--- src/rtl/servo_recarga_ciclos_pkg.sv ---
// Shared definitions for the multi-stroke reload servo: state codes,
// default timing constants and a width helper.
package servo_recarga_ciclos_pkg;

  // FSM state codes; the numeric value is exported on db_estado.
  typedef enum logic [3:0] {
    INICIAL = 4'd0,
    EMPURRA = 4'd1,
    RETORNA = 4'd2,
    FIM     = 4'd3
  } estado_t;

  // Default timing for a 50 MHz clock and a standard hobby servo.
  localparam int DEF_PWM_PERIOD    = 1_000_000;
  localparam int DEF_PULSE_REPOUSO = 50_000;
  localparam int DEF_PULSE_EMPURRA = 100_000;
  localparam int DEF_T_MOVE        = 25;
  localparam int DEF_MAX_CICLOS    = 4;

  // Bits needed to count 0..valor-1, never less than one bit.
  function automatic int calc_largura(input int valor);
    return (valor > 1) ? $clog2(valor) : 1;
  endfunction

endpackage

--- src/rtl/servo_recarga_pwm.sv ---
// Frame counter and width register for the servo PWM. The output is
// registered so it is low during reset and tracks the next counter value.
module servo_recarga_pwm
  import servo_recarga_ciclos_pkg::*;
#(
  parameter int PWM_PERIOD    = DEF_PWM_PERIOD,
  parameter int PULSE_REPOUSO = DEF_PULSE_REPOUSO,
  parameter int W_PWM         = calc_largura(PWM_PERIOD + 1)
) (
  input  logic             clock,
  input  logic             reset,
  input  logic [W_PWM-1:0] width,
  input  logic             restart,
  output logic             pwm,
  output logic             fim_periodo
);

  localparam logic [W_PWM-1:0] CNT_LAST     = W_PWM'(PWM_PERIOD - 1);
  localparam logic [W_PWM-1:0] LARG_REPOUSO = W_PWM'(PULSE_REPOUSO);

  logic [W_PWM-1:0] cnt_reg, cnt_next;
  logic [W_PWM-1:0] width_reg, width_next;
  logic             pwm_reg, pwm_next;
  logic             wrap;

  // Next counter/width: a new width is only taken at a frame wrap or restart.
  always_comb begin
    wrap       = (cnt_reg == CNT_LAST);
    cnt_next   = cnt_reg + 1'b1;
    width_next = width_reg;
    if (restart || wrap) begin
      cnt_next   = '0;
      width_next = width;
    end
    pwm_next = (cnt_next < width_next);
  end

  // Frame state registers; reset parks the servo at rest with output low.
  always_ff @(posedge clock) begin
    if (!reset) begin
      cnt_reg   <= '0;
      width_reg <= LARG_REPOUSO;
      pwm_reg   <= 1'b0;
    end else begin
      cnt_reg   <= cnt_next;
      width_reg <= width_next;
      pwm_reg   <= pwm_next;
    end
  end

  assign pwm         = pwm_reg;
  assign fim_periodo = wrap;

endmodule

--- src/rtl/servo_recarga_ciclos.sv ---
// Reload servo controller: runs N push/return strokes per request, with
// abort, busy flag and a one-cycle done pulse. Phases are frame aligned.
module servo_recarga_ciclos
  import servo_recarga_ciclos_pkg::*;
#(
  parameter int PWM_PERIOD    = DEF_PWM_PERIOD,
  parameter int PULSE_REPOUSO = DEF_PULSE_REPOUSO,
  parameter int PULSE_EMPURRA = DEF_PULSE_EMPURRA,
  parameter int T_MOVE        = DEF_T_MOVE,
  parameter int MAX_CICLOS    = DEF_MAX_CICLOS,
  parameter int W_CICLOS      = $clog2(MAX_CICLOS + 1)
) (
  input  logic                clock,
  input  logic                reset,
  input  logic                recarregar,
  input  logic [W_CICLOS-1:0] n_ciclos,
  input  logic                abortar,
  output logic                pwm,
  output logic                ocupado,
  output logic                fim_recarga,
  output logic [3:0]          db_estado
);

  localparam int W_PWM  = calc_largura(PWM_PERIOD + 1);
  localparam int W_FASE = calc_largura(T_MOVE * PWM_PERIOD);

  localparam logic [W_FASE-1:0]   FASE_LAST    = W_FASE'(T_MOVE * PWM_PERIOD - 1);
  localparam logic [W_CICLOS-1:0] N_MAX        = W_CICLOS'(MAX_CICLOS);
  localparam logic [W_PWM-1:0]    LARG_REPOUSO = W_PWM'(PULSE_REPOUSO);
  localparam logic [W_PWM-1:0]    LARG_EMPURRA = W_PWM'(PULSE_EMPURRA);

  estado_t             state_reg, state_next;
  logic [W_CICLOS-1:0] ciclo_reg, ciclo_next;
  logic [W_CICLOS-1:0] n_reg, n_next;
  logic                ultimo_reg, ultimo_next;
  logic [W_FASE-1:0]   fase_reg, fase_next;
  logic                restart;
  logic                fim_periodo;
  logic                fim_fase;
  logic [W_PWM-1:0]    largura_alvo;

  // A phase ends on the last clock of its last frame.
  assign fim_fase = fim_periodo && (fase_reg == FASE_LAST);

  // Next-state logic: stroke sequencing, abort marking and phase restarts.
  always_comb begin
    state_next  = state_reg;
    ciclo_next  = ciclo_reg;
    n_next      = n_reg;
    ultimo_next = ultimo_reg;
    fase_next   = '0;
    restart     = 1'b0;
    case (state_reg)
      INICIAL: begin
        if (recarregar && !abortar) begin
          if (n_ciclos == '0) begin
            state_next = FIM;
          end else begin
            state_next  = EMPURRA;
            n_next      = (n_ciclos > N_MAX) ? N_MAX : n_ciclos;
            ciclo_next  = '0;
            ultimo_next = 1'b0;
            restart     = 1'b1;
          end
        end
      end
      EMPURRA: begin
        fase_next = fase_reg + 1'b1;
        if (abortar || fim_fase) begin
          state_next = RETORNA;
          fase_next  = '0;
          restart    = 1'b1;
          if (abortar) begin
            ultimo_next = 1'b1;
          end
        end
      end
      RETORNA: begin
        // The return always runs to completion so the servo ends at rest.
        fase_next = fase_reg + 1'b1;
        if (abortar) begin
          ultimo_next = 1'b1;
        end
        if (fim_fase) begin
          fase_next = '0;
          if ((ciclo_reg + W_CICLOS'(1) < n_reg) && !ultimo_reg && !abortar) begin
            state_next = EMPURRA;
            ciclo_next = ciclo_reg + W_CICLOS'(1);
            restart    = 1'b1;
          end else begin
            state_next = FIM;
          end
        end
      end
      FIM: begin
        state_next = INICIAL;
      end
      default: begin
        state_next = INICIAL;
      end
    endcase
  end

  // Control and datapath registers; reset discards any run in progress.
  always_ff @(posedge clock) begin
    if (!reset) begin
      state_reg  <= INICIAL;
      ciclo_reg  <= '0;
      n_reg      <= '0;
      ultimo_reg <= 1'b0;
      fase_reg   <= '0;
    end else begin
      state_reg  <= state_next;
      ciclo_reg  <= ciclo_next;
      n_reg      <= n_next;
      ultimo_reg <= ultimo_next;
      fase_reg   <= fase_next;
    end
  end

  // Width follows the state being entered so a new phase starts at its own width.
  assign largura_alvo = (state_next == EMPURRA) ? LARG_EMPURRA : LARG_REPOUSO;

  servo_recarga_pwm #(
    .PWM_PERIOD    (PWM_PERIOD),
    .PULSE_REPOUSO (PULSE_REPOUSO),
    .W_PWM         (W_PWM)
  ) u_pwm (
    .clock       (clock),
    .reset       (reset),
    .width       (largura_alvo),
    .restart     (restart),
    .pwm         (pwm),
    .fim_periodo (fim_periodo)
  );

  assign ocupado     = (state_reg != INICIAL);
  assign fim_recarga = (state_reg == FIM);
  assign db_estado   = state_reg;

endmodule

--- config.mk ---
export PLATFORM = sky130hd
export DESIGN_NAME = servo_recarga_ciclos
export DESIGN_NICKNAME = d
export VERILOG_FILES = /design/src/rtl/servo_recarga_ciclos_pkg.sv /design/src/rtl/servo_recarga_pwm.sv /design/src/rtl/servo_recarga_ciclos.sv
export SDC_FILE = /design/constraint.sdc
export NUM_CORES = 1
export LEC_CHECK = 0
export BUFFER_PORTS_ARGS = -buffer_cell sky130_fd_sc_hd__buf_2
export CAP_MARGIN = 20
export CORE_ASPECT_RATIO = 1.75
export CORE_MARGIN = 1
export CORE_UTILIZATION = 35
export CTS_CLUSTER_SIZE = 12
export DETAILED_ROUTE_END_ITERATION = 7
export SLEW_MARGIN = 20
export SYNTH_ARGS = -nofsm -noshare
export SYNTH_HDL_FRONTEND = slang
export SYNTH_HIERARCHICAL = 1
export SYNTH_SLANG_ARGS = --single-unit
export TNS_END_PERCENT = 10
--- constraint.sdc ---
create_clock -name clock -period 3.4 [get_ports clock]
set_input_delay 0.34 -clock clock [delete_from_list [all_inputs] [get_ports clock]]
set_output_delay 0.34 -clock clock [all_outputs]
set_load 0.005 [all_outputs]
After elaboration in Yosys (flattened, before gate mapping)
Index checks and enable logic that the tools add are counted.
- flip-flop bits (word level): 77
- word-level logic and storage cells: 71
- $add $sub $neg: 3
- order comparisons: 3
- eq/ne operators: 11
- multiplexer cells: 29
- bitwise logic cells: 1
- reduce and logical (&&, ||, !) cells: 16
- operators by type and width (cell ; number):
    2-to-1 mux 25 bit ; 2
    one-hot mux 25 bit (2 select lines) ; 1
    2-to-1 mux 20 bit ; 2
    adder 25 x 1 -> 25 bit (second input constant) ; 1
    == test 25 bit (second input constant) ; 1
    adder 20 x 1 -> 20 bit (second input constant) ; 1
    == test 20 bit (second input constant) ; 1
    < comparator 20 bit ; 1
    2-to-1 mux 17 bit ; 1
    2-to-1 mux 3 bit ; 5
    2-to-1 mux 4 bit ; 3
    one-hot mux 4 bit (3 select lines) ; 1
    inequality test 2 bit (second input constant) ; 5
    2-to-1 mux 1 bit ; 9
    == test 4 x 1 -> 1 bit (second input constant) ; 2
    == test 4 x 2 -> 1 bit (second input constant) ; 2
    one-hot mux 1 bit (3 select lines) ; 2
    one-hot mux 3 bit (2 select lines) ; 1
    AND reduction 5 bit ; 1
    logical AND 1 bit ; 4
    logical NOT 4 bit ; 1
    2-to-1 mux 2 bit ; 2
    AND reduction 4 bit ; 1
    nonzero test 4 bit ; 1
    10 further kinds ; 12

Longest topological paths before layout
- depth in word-level cells: 11
- gate-level depth with buffers: 19
- depth with buffers taken out: 16

Hierarchy
The synthesis kept the hierarchy.
- modules (own cells, without submodules) (module ; times used ; cells each ; area an instance (µm²) ; seq. area each (µm²)):
    servo_recarga_pwm ; 1 ; 246 ; 2213.4 ; 820.8
    servo_recarga_ciclos ; 1 ; 214 ; 1821.7 ; 720.7

Worst setup path after synthesis
OpenSTA, ideal clock, no wires.
- path type: register to register
- start: reg u_pwm.cnt_reg[0]
- end: reg u_pwm.pwm_reg (netlist: u_pwm/pwm)
- library setup time: 74 ps
- arrival: 3668 ps
- data required time: 3326 ps
- slack: -343 ps
- cell stages (with the launch flop): 19
- buffers on the path: 2
- clock period less this slack: 3743 ps
- path through: dfxtp_1 ha_1 nand3_1 nor4_1 nor4b_1 nand4_1 nor3_2 a21oi_1 o21ai_0 a21o_1 buf_4 buf_4 nor2_1 ha_1 a21oi_1 nor2b_1 nor4b_1 nand4_1 o21ai_0
- elaborated cells between the ends (all ways): 16
- classes of those cells: 1 x add/sub; 1 x order compare; 2 x eq/ne; 9 x mux; 3 x reduce/logical
- RTL lines (element ; line ; text):
    start, declared ; servo_recarga_pwm.sv:21 ; logic [W_PWM-1:0] cnt_reg, cnt_next;
    start signal, assigned ; servo_recarga_pwm.sv:45 ; cnt_reg <= cnt_next;
    == test 20 bit (*) ; servo_recarga_pwm.sv:28 ; wrap = (cnt_reg == CNT_LAST);
    named net fim_periodo ; servo_recarga_ciclos.sv:38 ; logic fim_periodo;
    logical AND 1 bit (*) ; servo_recarga_ciclos.sv:43 ; assign fim_fase = fim_periodo && (fase_reg == FASE_LAST);
    logical OR 1 bit ; servo_recarga_ciclos.sv:69 ; if (abortar || fim_fase) begin
    2-to-1 mux 1 bit ; servo_recarga_ciclos.sv:69 ;
    one-hot mux 1 bit (3 select lines) (*) ; servo_recarga_ciclos.sv:53 ; case (state_reg)
    named net restart ; servo_recarga_ciclos.sv:37 ; logic restart;
    logical OR 1 bit (*) ; servo_recarga_pwm.sv:31 ; if (restart || wrap) begin
    2-to-1 mux 20 bit (*) ; servo_recarga_pwm.sv:31 ;
    named net u_pwm.cnt_next[18] ; servo_recarga_pwm.sv:21 ;
    < comparator 20 bit (*) ; servo_recarga_pwm.sv:35 ; pwm_next = (cnt_next < width_next);
    end signal, assigned ; servo_recarga_pwm.sv:47 ; pwm_reg <= pwm_next;
    end, declared ; servo_recarga_pwm.sv:23 ; logic pwm_reg, pwm_next;
Mark *: on every way through the listed nets, which the timed path passes. The rest lies on a longest branch.
A chain may end at the register's enable or synchronous reset.

Worst setup path in the final report
- start: reg u_pwm.cnt_reg[8]
- end: reg u_pwm.pwm_reg (netlist: u_pwm/pwm)
- cells in the longest elaborated chain, start to end: 9
- elaborated cells between the ends (all ways): 16
- classes of those cells: 1 x add/sub; 1 x order compare; 2 x eq/ne; 9 x mux; 3 x reduce/logical
- RTL lines (element ; line ; text):
    == test 20 bit (*) ; servo_recarga_pwm.sv:28 ;
    named net fim_periodo ; servo_recarga_ciclos.sv:38 ;
    logical AND 1 bit (*) ; servo_recarga_ciclos.sv:43 ;
    logical OR 1 bit ; servo_recarga_ciclos.sv:69 ;
    2-to-1 mux 4 bit ; servo_recarga_ciclos.sv:69 ;
    one-hot mux 4 bit (3 select lines) (*) ; servo_recarga_ciclos.sv:53 ;
    == test 4 x 1 -> 1 bit (*) ; servo_recarga_ciclos.sv:122 ; assign largura_alvo = (state_next == EMPURRA) ? LARG_EMPURRA : LARG_REPOUSO;
    2-to-1 mux 17 bit (*) ; servo_recarga_ciclos.sv:122 ;
    named net largura_alvo[10] ; servo_recarga_ciclos.sv:40 ; logic [W_PWM-1:0] largura_alvo;
    2-to-1 mux 20 bit (*) ; servo_recarga_pwm.sv:31 ;
    < comparator 20 bit (*) ; servo_recarga_pwm.sv:35 ;
Marked as above.

==> summary.md <==
| Metric | Value |
|---|---|
| Synth top area share | 38.2% |
| Startpoint Class | flop |
| Worst path cell trace | nor4b_2 -> nand3_1 -> nor4_1 -> nor4b_2 -> nand4_1 -> nor3_2 -> buf_4 -> mux2i_2 -> buf_4 -> a21boi_4 -> mux2i_2 -> ha_1 -> a211oi_1 -> o21ai_1 -> a21oi_1 -> o211ai_1 -> o21ai_1 |
| Crit-path max FO | 4 |
| CTS Buf Count | 9 |
| GRT overflow | 0 |
| CP bufs+invs | 2 |
| Die Wd | 83.2 um |
| Count of final max-slew check failures | 0 |
| Mean Syn Cell Area | 8.77 um2 |
| Cell taking the most area after synthesis | dfxtp_1 |
| Fmax | 297 MHz |
| Seq. cell area | 1540 um2 |
| Die outline area | 12,000 um2 |
| Fillers | 1,036 |
| Initial antenna violation count | 0 |
| Most used DFF post-synth | dfxtp_1 |
| EDFF count, synth | 0 |
| CTS tree | yes |
| YS warnings | 6 |
| Pin count of the biggest net entering global routing | 35 |
| WL per Instance | 14.6 um |
| RePlAce Congestion | 0.883 |
| Vias | 3,521 |
| Arrival @ worst endpoint | 3.64 ns |
| CTS Hold Bufs | 0 |
| Cell Count, Final, Fillers Out | 686 |
| XOR/XNOR share of the synthesized area | 8.90% |
| Starting Density | 36.1% |
| Setup crit end kind | flop |
| Clk buf depth | 2 |
| Vias per inst | 5.13 |
| DRT iter0 DRCs | 149 |
| Clk sinks | 77 |
| Kind of cell adding the most delay to the critical path | simple AND/OR/NAND/NOR gates |
| Mux share of post-synthesis cell area | 5.21% |
| Min Tclk post-route | 3.37 ns |
| Drt total wl | 10.0 mm |
| Tightest Pin Transition | 0.605 ns |
| Clock root buffer | clkbuf_16 |
| VDD IR max | 307 uV |
| Synth Area in Simple Gates | 30.1% |
| Worst hold margin | 0.316 ns |
| Cell Area, Synth | 4040 um2 |
| Area occupied by multi-input gates | 2640 um2 |
| Pleak | 2.05 nW |
| Setup CP Type | reg2reg |
| Fin. Hold Viols | 0 |
| Setup TNS | 0 ns |
| Max-cap violations | 0 |
| Seq/Total Area, Yosys | 38.2% |
| Ant. Diodes | 0 |
| Commonest cells post-synth | dfxtp_1, nor2_1, nand2_1 |
| Clk Latency, worst-skew pair | 0.33 ns |
| GRT Total Usage | 17.9% |
| PortBufs | 13 |
| Max FFs per register | 25 |
| Synth top area cells | dfxtp_1, ha_1, nor2_1 |
| Ports | 14 |
| DRC | 0 |
| Post-route ant nets | 0 |
| Compound-Gate Fraction of Synth Area | 7.16% |
| Vias in the first global route | 3,663 |
| DP HPWL | 7.36 mm |
| Main combinational cell family by area after synthesis | simple AND/OR/NAND/NOR gates |
| Rows | 51 |
| Worst hold path class | in2reg |
| Placed insts | 658 |
| RSZ-0062 raised after global routing | true |
| Status | complete, no violations |
| Slew margin rel. | 59.1% |
| Pre-antenna DRT Iters | 4 |
| Synth Area in Adders | 7.44% |
| Synthesized flop and latch total | 77 |
| First-pass GRT wire length | 16.9 mm |
| Async SR Flop Fraction | 0% |
| Distinct cell type count after synthesis | 52 |
| Die H | 144 um |
| Crit-path slowest cell | dfxtp_1 |
| CTS clk-pin slew, worst paths | 0.06 ns |
| Final setup fails | 0 |
| Clock Skews | 0.00974 ns |
| Pwr Density | 389 nW/um2 |
| Crit path largest cell delay | 0.32 ns |
| Synth-to-Final Area Change | 30.3% |
| Syn Inst Count | 460 |
| Crit path required time | 3.67 ns |
| Htree depth | 3 |
| Core Footprint | 11,200 um2 |
| Nets@finish | 580 |
| Period utilization | 99.0% |
| Layout cell share with drive strength beyond 1 | 23.8% |
==> path summary, 6_finish.rpt <==
kind	slack [ns]	endpoint	cells after the start	startpoint
max reg2reg	0.03	u_pwm/pwm$_SDFF_PN0_	17	u_pwm/cnt_reg[8]$_SDFF_PN0_
min reg2reg	0.47	ciclo_reg[1]$_SDFFE_PN0P_	2	ciclo_reg[1]$_SDFFE_PN0P_
min	0.32	n_reg[1]$_SDFFE_PN0P_	3	n_ciclos[1]
max	0.03	u_pwm/pwm$_SDFF_PN0_	17	u_pwm/cnt_reg[8]$_SDFF_PN0_
==> metal layers <==
metal | vias up | share of wire [%] | GRT usage [%]
li1 | 1781 | - | -
met1 | 1664 | 37 | 17.2
met2 | 53 | 57 | 35.7
met3 | 23 | 1.8 | 2.45
met4 | 0 | 3.7 | 10.3
met5 | - | 0 | 0
==> metrics by stage <==
stage	util [%]	cell area, um2	power (mW)	setup WS [ns]
3_5_place_dp	41.8	4660	1.04	-0.328
5_1_grt	47.1	5260	2.11	-0.287
3_3_place_gp	41.8	4660	1.04	-0.248
6_report	47.1	5260	2.04	0.0327
2_1_floorplan	-	4120	1.00	0.00393
4_1_cts	46.9	5230	2.06	-0.0364
==> where the power goes <==
part           switching (mW)  total, mW  internal (mW)  leakage, nW
sequential            0.00837      0.921          0.913        0.623
clock                   0.365       1.00          0.639        0.153
combinational          0.0599      0.117         0.0571         1.28
==> worst min-delay path, cell delays in order <==
cell     delay, ns
buf_2         0.10
a22oi_1       0.07
nor2b_1       0.10
==> kinds of logic (layout without fill, tap and decap cells) <==
family / after synthesis / count (layout)
xor gates and xnor gates: 41 / 41
AOI/OAI and AO/OA: 44 / 44
muxes: 21 / 21
buffers and inverters: 22 / 102
other: 2 / 16
and+or+nand+nor: 229 / 229
adders and majority gates: 24 / 24
DFF: 77 / 77
==> cell usage in the layout (no fill, tap or decap), drive strengths merged, types with 3 or more instances in the layout <==
master	netlist	final
nor4b	7	7
xor2	25	25
nand2	37	37
conb	2	16
buf	7	75
a21boi	4	4
nand2b	4	4
o211ai	3	3
xnor2	16	16
inv	11	11
a21oi	6	6
o21ai	14	14
nand4	16	16
nand3	20	20
clkinv	0	3
ha	24	24
a22oi	4	4
nor2b	21	21
nor3	13	13
mux2i	21	21
clkbuf	4	11
a211oi	4	4
dfxtp	77	77
and3	10	10
nor2	78	78
nor4	10	10
==> repair_timing <==
| item | in CTS | in global routing |
|---|---|---|
| buffers inserted | 13 | 0 |
| gates resized for setup | 37 | 6 |
| endpoints found under the setup margin | 1 | 1 |
| pin swaps | 18 | 3 |
==> area by class of cell <==
| type | instances | share of cell area [%] |
|---|---|---|
| Inverter | 11 | 0.786 |
| Tap cell | 132 | 3.14 |
| Sequential cell | 77 | 29.4 |
| Multi-Input combinational cell | 375 | 50.2 |
| Clock inverter | 5 | 1.43 |
| Timing Repair Buffer | 75 | 10.7 |
| Clock buffer | 11 | 4.43 |
Power figures use the tool's default switching activity.
